<file path="src/rtl/move_collector.sv">
// Drains NPORT local move stacks one move at a time into a single global
// output, choosing stacks round-robin and waiting RD_LAT cycles for read data.
module move_collector #(
   parameter int NPORT  = 4,
   parameter int RD_LAT = 2
) (
   input  logic                  clk,
   input  logic                  rst,
   input  logic                  enable,
   input  logic [NPORT-1:0]      stack_empty,
   output logic [NPORT-1:0]      stack_read,
   input  logic [16*NPORT-1:0]   stack_move,
   output logic [15:0]           out_move,
   output logic                  out_valid,
   input  logic                  out_ready,
   output logic                  busy,
   output logic                  drained,
   output logic [7:0]            move_count,
   output logic [1:0]            o_dbg_state
);

   localparam int SW = (NPORT > 1) ? $clog2(NPORT) : 1;
   localparam int CW = 3;

   // out_valid/out_ready: a move transfers on any edge where both are high;
   // while out_valid is high out_move is held constant, and out_ready alone
   // does nothing.
   typedef enum logic [1:0] {
      S_IDLE = 2'd0,
      S_READ = 2'd1,
      S_WAIT = 2'd2,
      S_HOLD = 2'd3
   } state_t;

   state_t          r_state;
   logic [SW-1:0]   r_sel;
   logic [SW-1:0]   r_rr_ptr;
   logic [CW-1:0]   r_wait_cnt;

   logic            w_found;
   logic [SW-1:0]   w_pick;
   logic [15:0]     w_sel_move;

   function automatic logic [SW-1:0] wrap_idx(input logic [SW-1:0] base, input int off);
      int s;
      s = int'(base) + off;
      if (s >= NPORT) s = s - NPORT;
      return SW'(s);
   endfunction

   function automatic logic [SW-1:0] next_ptr(input logic [SW-1:0] p);
      logic [SW-1:0] n;
      if (p == SW'(NPORT - 1)) n = '0;
      else                     n = p + 1'b1;
      return n;
   endfunction

   // First non-empty stack at or after the round-robin pointer.
   always_comb begin
      w_found = 1'b0;
      w_pick  = r_rr_ptr;
      for (int k = 0; k < NPORT; k++) begin
         if (!w_found && !stack_empty[wrap_idx(r_rr_ptr, k)]) begin
            w_found = 1'b1;
            w_pick  = wrap_idx(r_rr_ptr, k);
         end
      end
   end

   always_comb begin
      w_sel_move = '0;
      for (int k = 0; k < NPORT; k++) begin
         if (r_sel == SW'(k)) w_sel_move = stack_move[16*k +: 16];
      end
   end

   always_ff @(posedge clk or negedge rst) begin
      if (!rst) begin
         r_state    <= S_IDLE;
         r_sel      <= '0;
         r_rr_ptr   <= '0;
         r_wait_cnt <= '0;
         stack_read <= '0;
         out_move   <= '0;
         out_valid  <= 1'b0;
         move_count <= '0;
      end else begin
         stack_read <= '0;
         case (r_state)
            S_IDLE: begin
               // The pop pulse is registered so it is high exactly while in READ.
               if (enable && w_found) begin
                  r_sel      <= w_pick;
                  stack_read <= NPORT'(1) << w_pick;
                  r_state    <= S_READ;
               end
            end
            S_READ: begin
               r_wait_cnt <= CW'(RD_LAT - 1);
               r_state    <= S_WAIT;
            end
            S_WAIT: begin
               if (r_wait_cnt == '0) begin
                  out_move  <= w_sel_move;
                  out_valid <= 1'b1;
                  r_state   <= S_HOLD;
               end else begin
                  r_wait_cnt <= r_wait_cnt - 1'b1;
               end
            end
            S_HOLD: begin
               if (out_ready) begin
                  out_valid <= 1'b0;
                  if (move_count != 8'hFF) move_count <= move_count + 8'd1;
                  r_rr_ptr  <= next_ptr(r_sel);
                  r_state   <= S_IDLE;
               end
            end
            default: r_state <= S_IDLE;
         endcase
      end
   end

   assign busy        = (r_state != S_IDLE);
   assign drained     = (r_state == S_IDLE) && (&stack_empty);
   assign o_dbg_state = r_state;

endmodule
</file>
<file path="config.mk">
export PLATFORM = sky130hd
export DESIGN_NAME = move_collector
export DESIGN_NICKNAME = d
export VERILOG_FILES = /design/src/rtl/move_collector.sv
export SDC_FILE = /design/constraint.sdc
export NUM_CORES = 1
export LEC_CHECK = 0
export ABC_AREA = 1
export ABC_CLOCK_PERIOD_IN_PS = 1970
export BUFFER_PORTS_ARGS = -buffer_cell sky130_fd_sc_hd__buf_2
export CORE_UTILIZATION = 48
export DETAILED_ROUTE_END_ITERATION = 8
export PLACE_DENSITY = 0.8
export SLEW_MARGIN = 20
export SYNTH_ARGS = -nofsm -noshare
export SYNTH_HDL_FRONTEND = slang
export SYNTH_SLANG_ARGS = --single-unit
export TNS_END_PERCENT = 100
</file>
<file path="constraint.sdc">
create_clock -name clk -period 1.97 [get_ports clk]
set_input_delay 0.2955 -clock clk [delete_from_list [all_inputs] [get_ports clk]]
set_output_delay 0.2955 -clock clk [all_outputs]
set_load 0.01 [all_outputs]
</file>
# ---- Word level (Yosys, flattened, before mapping)
# Index checks and enable logic that the tools add are counted.
dict set report word_totals {
  register_bits 38
  inputBits 72
  out_inout_bits 33
  elab_cells 98
}
dict set report classes {
  n_addsub 10
  order_cmp 8
  n_eq_ne 11
  n_shift 1
  mux 36
  reduce_logical 24
}
# cell count
set ops {}
lappend ops {{2-to-1 mux 16 bit} 4}
lappend ops {{2-to-1 mux 2 bit} 12}
lappend ops {{less-than comparator 2 x 3 -> 1 bit, second input constant} 4}
lappend ops {{2-to-1 mux 1 bit} 10}
lappend ops {{>= comparator 3 bit, second input constant} 3}
lappend ops {{AND reduction 3 bit} 3}
lappend ops {{adder 8 x 1 -> 8 bit, second input constant} 1}
lappend ops {{binary-select mux 1 bit (select 2 bit)} 4}
lappend ops {{== test 2 bit, second input constant} 4}
lappend ops {{2-to-1 mux 4 bit} 2}
lappend ops {{inequality test 2 bit, second input constant} 4}
lappend ops {{inequality test 8 bit, second input constant} 1}
lappend ops {{case mux 2 bit (4 select lines)} 1}
lappend ops {{AND reduction 2 bit} 4}
lappend ops {{subtractor 2 x 1 -> 2 bit, second input constant} 4}
lappend ops {{adder 2 x 2 -> 3 bit, second input constant} 2}
lappend ops {{case mux 3 bit (2 select lines)} 1}
lappend ops {{nonzero test 2 bit} 3}
lappend ops {{logical AND 1 bit} 5}
lappend ops {{logical NOT 1 bit} 5}
lappend ops {{== test 2 x 1 -> 1 bit, second input constant} 2}
lappend ops {{logical NOT 2 bit} 2}
lappend ops {{AND reduction 4 bit} 1}
lappend ops {{left shift 1 x 2 -> 4 bit, first input constant} 1}
lappend ops {{7 further kinds} 7}

# ---- Longest topological paths before layout
# Gate-level depths: netlist of the first run.
dict set report logic_depth {
  word_depth 17
  ltp_mapped 13
  depth_no_buf 12
}

# ---- Least setup slack after synthesis of the first run
# OpenSTA, ideal clock, no wires.
dict set report synth_timing {
  path_type {register -> register}
  startpoint {register r_state[0], in the netlist o_dbg_state[0]}
  endpoint {register out_move[0]}
  arrival_ns 1.497
  required_ns 1.844
  path_slack_ns 0.347
  stages_incl_launch_ff 9
  n_path_buf 1
  synth_period_minus_slack_ns 1.623
  path_cell_list {dfrtp_1 > inv_1 > ha_1 > inv_1 > nor3_4 > clkinv_1 > buf_2 > nand2_1 > o21ai_0}
}
dict set report synth_via {
  elab_chain_cells 2
}
# element line
set synth_rtl {}
lappend synth_rtl {{from (decl)} 35} ;# state_t r_state;
lappend synth_rtl {{from (signal assigned)} 79} ;# r_state <= S_IDLE;
lappend synth_rtl {{from (signal assigned)} 95} ;# r_state <= S_READ;
lappend synth_rtl {{from (signal assigned)} 100} ;# r_state <= S_WAIT;
lappend synth_rtl {{== test 2 bit} 89} ;# case (r_state)
lappend synth_rtl {{AND reduction 2 bit (no source line)} n/a}
lappend synth_rtl {{to (signal assigned)} 104} ;# out_move <= w_sel_move;
lappend synth_rtl {{to (decl)} 13} ;# output logic [15:0] out_move,
# No other way between the ends.
# A chain may end at the register's enable or synchronous reset.

# ---- Final worst setup path of the first run
dict set report layout_timing {
  startpoint {register r_rr_ptr[0]}
  endpoint {register r_sel[1]}
}
dict set report layout_via {
  elab_chain_cells 16
}
# element line
set layout_rtl {}
lappend layout_rtl {{from (decl)} 37} ;# logic [SW-1:0] r_rr_ptr;
lappend layout_rtl {{from (signal assigned)} 115} ;# r_rr_ptr <= next_ptr(r_sel);
lappend layout_rtl {{adder 2 x 1 -> 3 bit} 46} ;# s = int'(base) + off;
lappend layout_rtl {{>= comparator 3 bit or subtractor 2 x 1 -> 2 bit (tied branches)} 47} ;# if (s >= NPORT) s = s - NPORT;
lappend layout_rtl {{2-to-1 mux 2 bit} 47}
lappend layout_rtl {{binary-select mux 1 bit (select 2 bit)} 63} ;# if (!w_found && !stack_empty[wrap_idx(r_rr_ptr, k)]) begin
lappend layout_rtl {{2-to-1 mux 1 bit (implied by the code)} 63}
lappend layout_rtl {{logical NOT 1 bit} 63}
lappend layout_rtl {{logical AND 1 bit} 63}
lappend layout_rtl {{2-to-1 mux 1 bit} 63}
lappend layout_rtl {{logical NOT 1 bit} 63}
lappend layout_rtl {{logical AND 1 bit} 63}
lappend layout_rtl {{2-to-1 mux 1 bit} 63}
lappend layout_rtl {{logical NOT 1 bit} 63}
lappend layout_rtl {{logical AND 1 bit} 63}
lappend layout_rtl {{2-to-1 mux 1 bit} 63}
lappend layout_rtl {{logical AND 1 bit} 92} ;# if (enable && w_found) begin
lappend layout_rtl {{AND reduction 2 bit (no source line)} n/a}
lappend layout_rtl {{to (signal assigned)} 93} ;# r_sel <= w_pick;
lappend layout_rtl {{to (decl)} 36} ;# logic [SW-1:0] r_sel;
# Several ways; a longest one is shown, not always the timed one. The select of a mux whose other input is x is not followed.

==> run_results.csv, run 1 <==
group,metric,value,unit
outcome,status,"finished clean",
yosys,synth_top_area_cell,"dfrtp_1",
timing,finalSetupTns,0,ns
yosys,synth_edf_count,0,
cells_and_area,antenna_cells,0,
die,num_rows,25,
die,core_area,4850,sq um
critical_path,required,2.14,ns
yosys,synth.most_common_cell,"nand2_1",
power,switchingPower,2120,uW
yosys,synth.top_cell.area_share,38.4,%
cells_and_area,finalCoreUtilization,65.3,%
global_routing,grt_max_degree,39,
timing,tightestPinTransition,0.492,ns
power,seqPwrFrac,30.3,%
cts,clockBufferDepth,2,
timing,hold_slack,0.0597,ns
placement,io_buffers,104,
critical_path,cp_common_cell,"nand3_1",
yosys,yosys_register_bits,38,
yosys,ys_seq_area_share,38.4,%
timing,max_freq,583,MHz
detailed_routing,vias,2536,
power,irDropWorstVdd,764,uV
cells_and_area,fin_nets,518,
critical_path,critPathTopFamily,"simple AND/OR/NAND/NOR gates",
timing,setup_viol,0,
job,maxCapViolations,0,
power,cellLeakagePower,0.00169,uW
timing,slew_violations,0,
cts,tritoncts,"done",
yosys,synth_area_leaders,"dfrtp_1, nand2_1, o21ai_0",
die,die_y,73.9,um
yosys,ys_warn_count,0,
critical_path,cp-end-kind,"flip-flop",
cts,hold_buffers,0,
global_routing,gr-total-overflow,0,
cts,cts_num_sinks,38,
yosys,ys_types,28,
cts,root_buffer,"clkbuf_8",
critical_path,crit_path_cell_trace,"inv_2 -> nand2_2 -> nand3_1 -> nand2_1 -> nand3_1 -> nand3_1 -> nand3_1 -> nand3_1 -> nand2_1",
critical_path,crit_arrival,1.89,ns
die,dieArea,5460,sq um
critical_path,critPathBufInv,1,
timing,fin_crit,1.72,ns
global_routing,grt_pass1_wl,9900,um
cells_and_area,instances_no_fill,503,
critical_path,slowest_delay,0.60,ns
timing,skew,0.00513,ns
placement,post-dp-hpwl,4600,um
timing,hold_violations,0,
timing,final.period_utilization,87.1,%
timing,rsz0062_at_grt,"no",
cts,worstSkewPairLatency,0.28,ns
critical_path,r2r_slack,0.25,ns
cts,postCtsSetupBuffers,0,
power,clockPowerShare,12.2,%
placement,gp_congestion,0.907,
cells_and_area,drive_gt1_share,33.3,%
detailed_routing,drt-pass1-iter-count,4,
yosys,async_flop_share,100,%
cts,numCtsBuffers,5,
detailed_routing,drc,0,
critical_path,critical_path_peak_fanout,12,
critical_path,startpoint_type,"flip-flop",
power,power.density,1410,nW/um^2
cells_and_area,stdcell_area,3170,sq um
timing,maxSlewHeadroom,67.0,%
detailed_routing,drt-wirelength-per-cell,12.1,um
yosys,syn_area,2480,sq um
yosys,synthFlopType,"dfrtp_1",
die,pin_count,105,
power,sw_frac_of_total,47.5,%
placement,dp.cells,495,
placement,placed_area,3080,sq um
cts,cts_resized,0,
die,initial_core_util,51.1,%
die,fp.dieW,73.9,um
yosys,synth.avg_cell_area,7.56,sq um
yosys,syn_inst,328,
yosys,synthTopCellsByCount,"nand2_1, o21ai_0, dfrtp_1",
detailed_routing,viasPerCell,5.04,
critical_path,cp_slowest_cell,"dfrtp_1",
detailed_routing,drtAntennaViolNets,0,
cells_and_area,syn2layout_area_growth,27.8,%
yosys,syn_nets,411,
global_routing,track_usage,23.2,%
critical_path,critPathKind,"reg2reg",
power,pwr-share-comb,57.5,%
cts,htree_num_levels,2,
global_routing,grt_pass1_vias,2268,
power,p_int,2350,uW
detailed_routing,postRouteWirelength,6090,um
global_routing,antenna_found_initial,0,
cts,clk_pin_slew,0.07,ns
detailed_routing,drt-initial-drc-count,113,
min_path,hold_path_class,"in2async",
==> worst reg2reg max path, cell delays in order (launching register included) <==
cell and delay, ns:
dfrtp_1 0.60, inv_2 0.19, nand2_2 0.12, nand3_1 0.07, nand2_1 0.17, nand3_1 0.11, nand3_1 0.12, nand3_1 0.10
nand3_1 0.09, nand2_1 0.05
==> final timing paths <==
path / depth (start not counted) / from / endpoint
setup / recovery: 9 / r_rr_ptr[0]$_DFFE_PN0P_ / r_sel[1]$_DFFE_PN0P_
hold / removal: 2 / rst / move_count[6]$_DFFE_PN0P_
setup reg to reg: 9 / r_rr_ptr[0]$_DFFE_PN0P_ / r_sel[1]$_DFFE_PN0P_
hold reg to reg: 1 / r_wait_cnt[0]$_DFFE_PN0P_ / r_wait_cnt[0]$_DFFE_PN0P_
max in group asynchronous: 2 / rst / r_wait_cnt[1]$_DFFE_PN0P_
min in group clk: 3 / stack_move[50] / out_move[2]$_DFFE_PN0P_
==> state kept, by name, indices dropped and copies added (netlist names) <==
name,cells
move_count,8
o_dbg_state,2
out_move,16
out_valid,1
r_rr_ptr,2
r_sel,2
r_wait_cnt,3
stack_read,4
==> logic make-up after synthesis <==
group,share of synthesized area [%]
AND/OR/NAND/NOR,29.0
XOR/XNOR,2.12
buffers and inverters,6.97
AO/OA/AOI/OAI,18.0
adder cells (fa/ha/maj),5.55
flip-flops,38.4
==> placed cells by master (no fill, tap or decap) <==
cell type    n
nand2_1     81
clkbuf_1     1
clkbuf_8     6
xnor2_1      2
clkinv_1     2
o21ai_2      1
a22oi_1     16
o21a_1       1
nand2_4      4
inv_2        2
nand3_4      1
nor2_1      29
nand3_2      2
o21ai_1      7
nand3_1     17
ha_1        11
nor3_1       1
nor2_4       2
nand2_2     13
buf_2      104
clkinv_2     1
nor3_4       1
dfrtp_1     38
inv_1       24
o21ai_0     52
buf_4        8
nand4_1      2
xor2_1       4
a21oi_1      3
==> metal layers <==
metal	part of all wire, %	global-route usage (%)
met4	0.66	5.13
met2	50	39.4
met1	44	30.6
met5	0	0
met3	4.7	4.25
==> metrics by stage <==
| step | worst slack, ns | power (uW) |
|---|---|---|
| after floorplan | 0.347 | 3210 |
| after global placement | 0.306 | 3860 |
| after detailed placement | 0.269 | 3930 |
| after CTS | 0.257 | 4490 |
| after global routing | 0.0582 | 4930 |
| final | 0.254 | 4470 |
==> power groups by stage <==
stage | clock [uW] | sequential (uW) | combinational, uW
final | 546 | 1350 | 2570
after global routing | 595 | 1400 | 2930
after CTS | 561 | 1350 | 2580
after detailed placement | 0 | 1360 | 2570
after global placement | 0 | 1350 | 2510
after floorplan | 0 | 1430 | 1780
==> layout make-up <==
class	count	area, sq um
timing repair buffer	112	581
sequential	38	951
inverter	28	105
clock buffer	7	86.3
clock inverter	1	5.00
fill	424	1680
tap	67	83.8
multi-input combinational	250	1360
No activity file was read; power rests on OpenSTA's default activity.
==> inputs of run 2 (changes only) <==
--- a/config.mk
+++ b/config.mk
@@ -8,9 +8,8 @@
 export ABC_AREA = 1
 export ABC_CLOCK_PERIOD_IN_PS = 1970
 export BUFFER_PORTS_ARGS = -buffer_cell sky130_fd_sc_hd__buf_2
-export CORE_UTILIZATION = 48
+export CORE_UTILIZATION = 25
 export DETAILED_ROUTE_END_ITERATION = 8
-export PLACE_DENSITY = 0.8
 export SLEW_MARGIN = 20
 export SYNTH_ARGS = -nofsm -noshare
 export SYNTH_HDL_FRONTEND = slang
==> run_results.csv, run 2 (same netlist as run 1, synthesis figures left out) <==
group,metric,value,unit
power,irDropWorstVdd,414,uV
cells_and_area,largest_register_ffs,16,
power,power.density,1400,nW/um^2
cells_and_area,final_common_cell,"buf_2",
timing,hold_slack,0.257,ns
timing,rsz0062_at_grt,"no",
cells_and_area,top_regs,"out_move (16), move_count (8), stack_read (4)",
global_routing,gr-total-overflow,0,
critical_path,cp-end-kind,"flip-flop",
cts,root_buffer,"clkbuf_8",
cts,worstSkewPairLatency,0.29,ns
die,fp.dieW,102,um
critical_path,cp-startpoint,"r_rr_ptr[0]$_DFFE_PN0P_",
critical_path,critical_path.endpoint,"stack_read[3]$_DFF_PN0_",
die,num_rows,35,
power,p_total,4620,uW
timing,max_freq,568,MHz
timing,setup_viol,0,
cells_and_area,final_cell_mix,"buf_2, nand2_1, o21ai_0, dfrtp_1, nor2_1",
timing,final.setup.worst_slack,0.208,ns
placement,pre_cts_ws,0.134,ns
global_routing,antenna_found_initial,0,
placement,io_buffers,104,
die,pin_count,105,
critical_path,r2r_slack,0.21,ns
global_routing,grt_max_degree,39,
die,die_y,102,um
placement,post-dp-hpwl,5290,um
detailed_routing,vias,2518,
detailed_routing,drt-wirelength-per-cell,12.5,um
critical_path,reg2reg_to,"stack_read[3]$_DFF_PN0_",
cells_and_area,fillers,1004,
min_path,hold_path_class,"in2reg",
timing,slew_violations,0,
cts,cts_num_sinks,38,
placement,placed_area,3160,sq um
detailed_routing,drt-pass1-iter-count,4,
cells_and_area,syn2layout_area_growth,32.7,%
cts,cts_resized,0,
critical_path,crit_arrival,1.98,ns
critical_path,critPathKind,"reg2reg",
timing,maxSlewHeadroom,62.3,%
detailed_routing,postRouteWirelength,7090,um
cts,htree_num_levels,2,
cts,tritoncts,"done",
outcome,status,"finished clean",
timing,finalSetupTns,0,ns
timing,skew,0.0100,ns
detailed_routing,drtAntennaViolNets,0,
power,cellLeakagePower,0.00172,uW
global_routing,grt_pass1_vias,2343,
critical_path,r2r_cells,11,
job,maxCapViolations,0,
die,initial_core_util,26.3,%
cts,numCtsBuffers,5,
die,core_area,9420,sq um
critical_path,critical_path_peak_fanout,12,
cells_and_area,drive_gt1_share,33.6,%
detailed_routing,drt-initial-drc-count,101,
cells_and_area,top_register,"out_move",
timing,fin_crit,1.76,ns
global_routing,track_usage,13.5,%
cts,clk_pin_slew,0.08,ns
global_routing,grt_pass1_wl,10900,um
critical_path,required,2.18,ns
die,dieArea,10300,sq um
critical_path,r2r-start,"r_rr_ptr[0]$_DFFE_PN0P_",
timing,hold_violations,0,
critical_path,startpoint_type,"flip-flop",
placement,gp_congestion,0.792,
detailed_routing,viasPerCell,4.43,
timing,final.period_utilization,89.4,%
cts,clockBufferDepth,2,
cells_and_area,fin_nets,522,
cells_and_area,antenna_cells,0,
detailed_routing,drc,0,
cells_and_area,stdcell_area,3290,sq um
timing,tightestPinTransition,0.561,ns
-- run 2: cell types whose count changed in the layout (fill, tap and decap cells not counted) --
cell           before  now
buf_12              0    1
buf_4               8   10
dlygate4sd3_1       0    1
-- run 2: final cells by class --
class                           instances  area (sq um)  share of cell area (%)
Multi-Input combinational cell        250          1360                    41.2
Inverter                               28           105                    3.20
Timing Repair Buffer                  116           626                    19.0
Sequential cell                        38           951                    28.9
Clock buffer                            7          86.3                    2.62
Clock inverter                          1          5.00                   0.152
Tap cell                              129           161                    4.91
-- run 2: repair_timing --
| action | in CTS | in global routing |
|---|---|---|
| endpoints found under the setup margin | 0 | 2 |
| hold buffers | 1 | 0 |
| hold endpoints to repair | 38 | 0 |
| buffers inserted | 0 | 4 |
-- run 2: worst min-delay path by stage --
| stage | start | end | slack [ns] | depth (start not counted) |
|---|---|---|---|---|
| after floorplan | rst | move_count[0]$_DFFE_PN0P_ | -0.00009 | 0 |
| final | stack_move[60] | out_move[12]$_DFFE_PN0P_ | 0.26 | 3 |
| after CTS | stack_move[60] | out_move[12]$_DFFE_PN0P_ | 0.25 | 3 |
| after global placement | rst | move_count[2]$_DFFE_PN0P_ | 0.29 | 2 |
| after detailed placement | rst | move_count[3]$_DFFE_PN0P_ | 0.28 | 2 |
| after global routing | stack_move[61] | out_move[13]$_DFFE_PN0P_ | 0.25 | 3 |
-- run 2: layer usage --
layer | track usage (%) | part of all wire [%] | vias to the layer above
li1 | - | - | 1297
met1 | 17.5 | 46 | 1151
met2 | 22.5 | 48 | 63
met3 | 2.90 | 4.5 | 7
met4 | 4.12 | 1.0 | 0
met5 | 0 | 0 | -
-- run 2: power breakdown --
part / switching, uW / leakage [uW] / internal (uW) / total (uW)
Clock: 276 / 0.0000482 / 283 / 558
Combinational: 1680 / 0.00119 / 1030 / 2710
Sequential: 257 / 0.000480 / 1100 / 1350
-- run 2: through the flow --
stage | utilization [%] | std cells
finish | 34.9 | 569
global route | 34.9 | 569
floorplan | - | 328
global placement | 33.5 | 556
CTS | 34.6 | 565
detailed placement | 33.5 | 556
-- run 2: critical path, stage by stage (launching register included) --
cell and delay, ns:
dfrtp_1 0.54, inv_2 0.25, nand2_1 0.10, nand2_2 0.11, nand2_2 0.07, nand2_4 0.07, nand2_4 0.05, nor2_4 0.12
nand2_2 0.09, nand3_1 0.11, nand2_1 0.08, nor2_1 0.10
==> inputs of run 3 (changes only) <==
--- a/config.mk
+++ b/config.mk
@@ -5,12 +5,10 @@
 export SDC_FILE = /design/constraint.sdc
 export NUM_CORES = 1
 export LEC_CHECK = 0
-export ABC_AREA = 1
 export ABC_CLOCK_PERIOD_IN_PS = 1970
 export BUFFER_PORTS_ARGS = -buffer_cell sky130_fd_sc_hd__buf_2
 export CORE_UTILIZATION = 25
 export DETAILED_ROUTE_END_ITERATION = 8
-export SLEW_MARGIN = 20
 export SYNTH_ARGS = -nofsm -noshare
 export SYNTH_HDL_FRONTEND = slang
 export SYNTH_SLANG_ARGS = --single-unit
==> run_results.csv, run 3 <==
group,metric,value,unit
cells_and_area,drive_gt1_share,34.7,%
critical_path,slowest_delay,0.42,ns
cells_and_area,instances_no_fill,483,
die,core_area,8810,sq um
outcome,violations,"DRC",
cts,cts_resized,0,
detailed_routing,postRouteWirelength,6330,um
outcome,status,"finished with violations",
placement,gp_congestion,0.794,
timing,finalSetupTns,0,ns
die,fp.dieW,97.8,um
critical_path,cp_slowest_cell,"dfrtp_1",
cells_and_area,regArea,951,sq um
yosys,synth_area_leaders,"dfrtp_1, a21oi_1, o21ai_0",
global_routing,grt_pass1_wl,10400,um
global_routing,grt_pass1_vias,2247,
yosys,synthFlopType,"dfrtp_1",
job,maxCapViolations,0,
power,cellLeakagePower,0.00156,uW
detailed_routing,drt-wirelength-per-cell,13.1,um
detailed_routing,drt-initial-drc-count,82,
yosys,synth_top_area_cell,"dfrtp_1",
critical_path,startpoint_type,"flip-flop",
cts,worstSkewPairLatency,0.28,ns
placement,post-dp-hpwl,4820,um
critical_path,critPathTopFamily,"flip-flops",
yosys,ys_types,40,
cells_and_area,top_regs,"out_move (16), move_count (8), stack_read (4)",
global_routing,track_usage,13.4,%
placement,dp.cells,475,
power,p_total,4180,uW
die,dieArea,9570,sq um
cts,numCtsBuffers,5,
detailed_routing,viasPerCell,4.69,
die,initial_core_util,26.1,%
yosys,synth_edf_count,0,
yosys,ys_seq_area_share,41.4,%
timing,setup_viol,0,
critical_path,critPathBufInv,1,
placement,io_buffers,104,
die,pin_count,105,
yosys,yosys_register_bits,38,
cells_and_area,final_common_cell,"buf_2",
yosys,synth.most_common_cell,"nand2_1",
yosys,syn_nets,355,
critical_path,cp-end-kind,"flip-flop",
min_path,hold_path_class,"in2async",
timing,skew,0.00418,ns
yosys,synthTopCellsByCount,"nand2_1, dfrtp_1, a21oi_1",
cells_and_area,antenna_cells,0,
detailed_routing,drc,14,
yosys,async_flop_share,100,%
critical_path,crit_arrival,1.94,ns
cts,root_buffer,"clkbuf_8",
die,num_rows,34,
critical_path,required,2.14,ns
detailed_routing,drtAntennaViolNets,0,
cts,postCtsSetupBuffers,0,
detailed_routing,vias,2263,
cells_and_area,fillers,953,
die,die_y,97.8,um
cells_and_area,final_cell_mix,"buf_2, nand2_1, dfrtp_1, a21oi_1, o21ai_0",
timing,hold_violations,0,
timing,max_freq,566,MHz
timing,maxSlewHeadroom,57.6,%
global_routing,antenna_found_initial,0,
cells_and_area,largest_register_ffs,16,
timing,final.period_utilization,89.6,%
timing,tightestPinTransition,0.636,ns
global_routing,grt_use_met1,16.1,%
detailed_routing,drt-pass1-iter-count,6,
cts,clk_pin_slew,0.08,ns
critical_path,critPathKind,"reg2reg",
yosys,syn_area,2290,sq um
cells_and_area,top_register,"out_move",
cts,tritoncts,"done",
timing,rsz0062_at_grt,"no",
yosys,synth.top_cell.area_share,41.4,%
global_routing,gr-total-overflow,0,
timing,slew_violations,0,
global_routing,busiest_layer,"met2",
global_routing,grt_max_degree,33,
cts,htree_num_levels,2,
cts,clockBufferDepth,2,
cells_and_area,multi_input_area,1180,sq um
timing,fin_crit,1.77,ns
yosys,ys_warn_count,0,
cts,cts_num_sinks,38,
power,power.density,1370,nW/um^2
yosys,syn_inst,272,
global_routing,met3_usage,3.44,%
critical_path,critical_path_peak_fanout,7,
power,irDropWorstVdd,674,uV
cells_and_area,fin_nets,457,
global_routing,met2_usage,23.6,%
cts,hold_buffers,0,
cells_and_area,syn2layout_area_growth,32.9,%
critical_path,crit_path_cell_trace,"inv_1 -> ha_1 -> a21boi_2 -> nor3_1 -> mux2_2",
yosys,synth.avg_cell_area,8.44,sq um
-- run 3: cell count changes in the layout (fill, tap and decap cells not counted), sizes merged, moves of 3 or more --
cell / previous run / this run
nand2: 98 / 41
a21oi: 3 / 36
nor2: 31 / 5
o21ai: 60 / 37
nand3: 20 / 6
mux2: 0 / 6
buf: 115 / 111
xor2: 4 / 0
and3: 0 / 3
xnor2: 2 / 5
-- run 3: worst reg2reg max path: cells and delay by family, from the launching register on --
family / cells / cell delay [ns]
DFF: 1 / 0.42
muxes: 1 / 0.37
and+or+nand+nor: 1 / 0.29
adders and majority gates: 1 / 0.27
AOI/OAI and AO/OA: 1 / 0.21
buffers and inverters: 1 / 0.09
-- run 3: layout make-up --
class / count / share of cell area, %
multi-input cells: 193 / 38.6
flip-flops and latches: 38 / 31.2
repair buffers: 111 / 19.6
well taps: 108 / 4.43
inverters: 25 / 3.08
clock buffers: 6 / 2.71
clock inverters: 2 / 0.410
-- run 3: logic make-up after synthesis --
logic type,count (synthesis),synth area share [%]
buffers and inverters,41,7.25
xor gates and xnor gates,5,1.91
muxes,7,3.54
DFF,38,41.4
and+or+nand+nor,71,15.0
adders and majority gates,11,6.00
AOI/OAI and AO/OA,99,24.9
-- run 3: worst paths after layout --
check / end / from / slack, ns / cells past startpoint
max: o_dbg_state[1]$_DFFE_PN0P_ / o_dbg_state[0]$_DFFE_PN0P_ / 0.20 / 5
min: out_move[1]$_DFFE_PN0P_ / rst / 0.03 / 1
max reg2reg: o_dbg_state[1]$_DFFE_PN0P_ / o_dbg_state[0]$_DFFE_PN0P_ / 0.20 / 5
min reg2reg: r_wait_cnt[0]$_DFFE_PN0P_ / r_wait_cnt[0]$_DFFE_PN0P_ / 0.48 / 1
max in group asynchronous: move_count[4]$_DFFE_PN0P_ / rst / 1.37 / 2
min in group clk: out_move[4]$_DFFE_PN0P_ / stack_move[52] / 0.31 / 3
-- run 3: routing by layer --
metal  vias to the layer above  wire length, um
li1                       1148                -
met1                      1044             2830
met2                        65             3050
met3                         6              396
met4                         0               55
met5                         -                0
-- run 3: per-stage QoR --
step           worst slack, ns  hold WS, ns  util [%]  area, sq um
3_5_place_dp             0.237        0.361      33.6         2960
5_1_grt                 0.0887       0.0704      34.6         3050
3_3_place_gp             0.317        0.358      33.6         2960
4_1_cts                  0.210       0.0445      34.6         3050
6_report                 0.205       0.0265      34.6         3050
2_1_floorplan            0.316   -0.0000911         -         2290
-- run 3: report_power, final --
part	leakage (uW)	internal [uW]	total, uW	switching (uW)
clock	0.0000472	281	558	277
combinational	0.00103	1000	2310	1310
sequential	0.000482	1090	1320	232
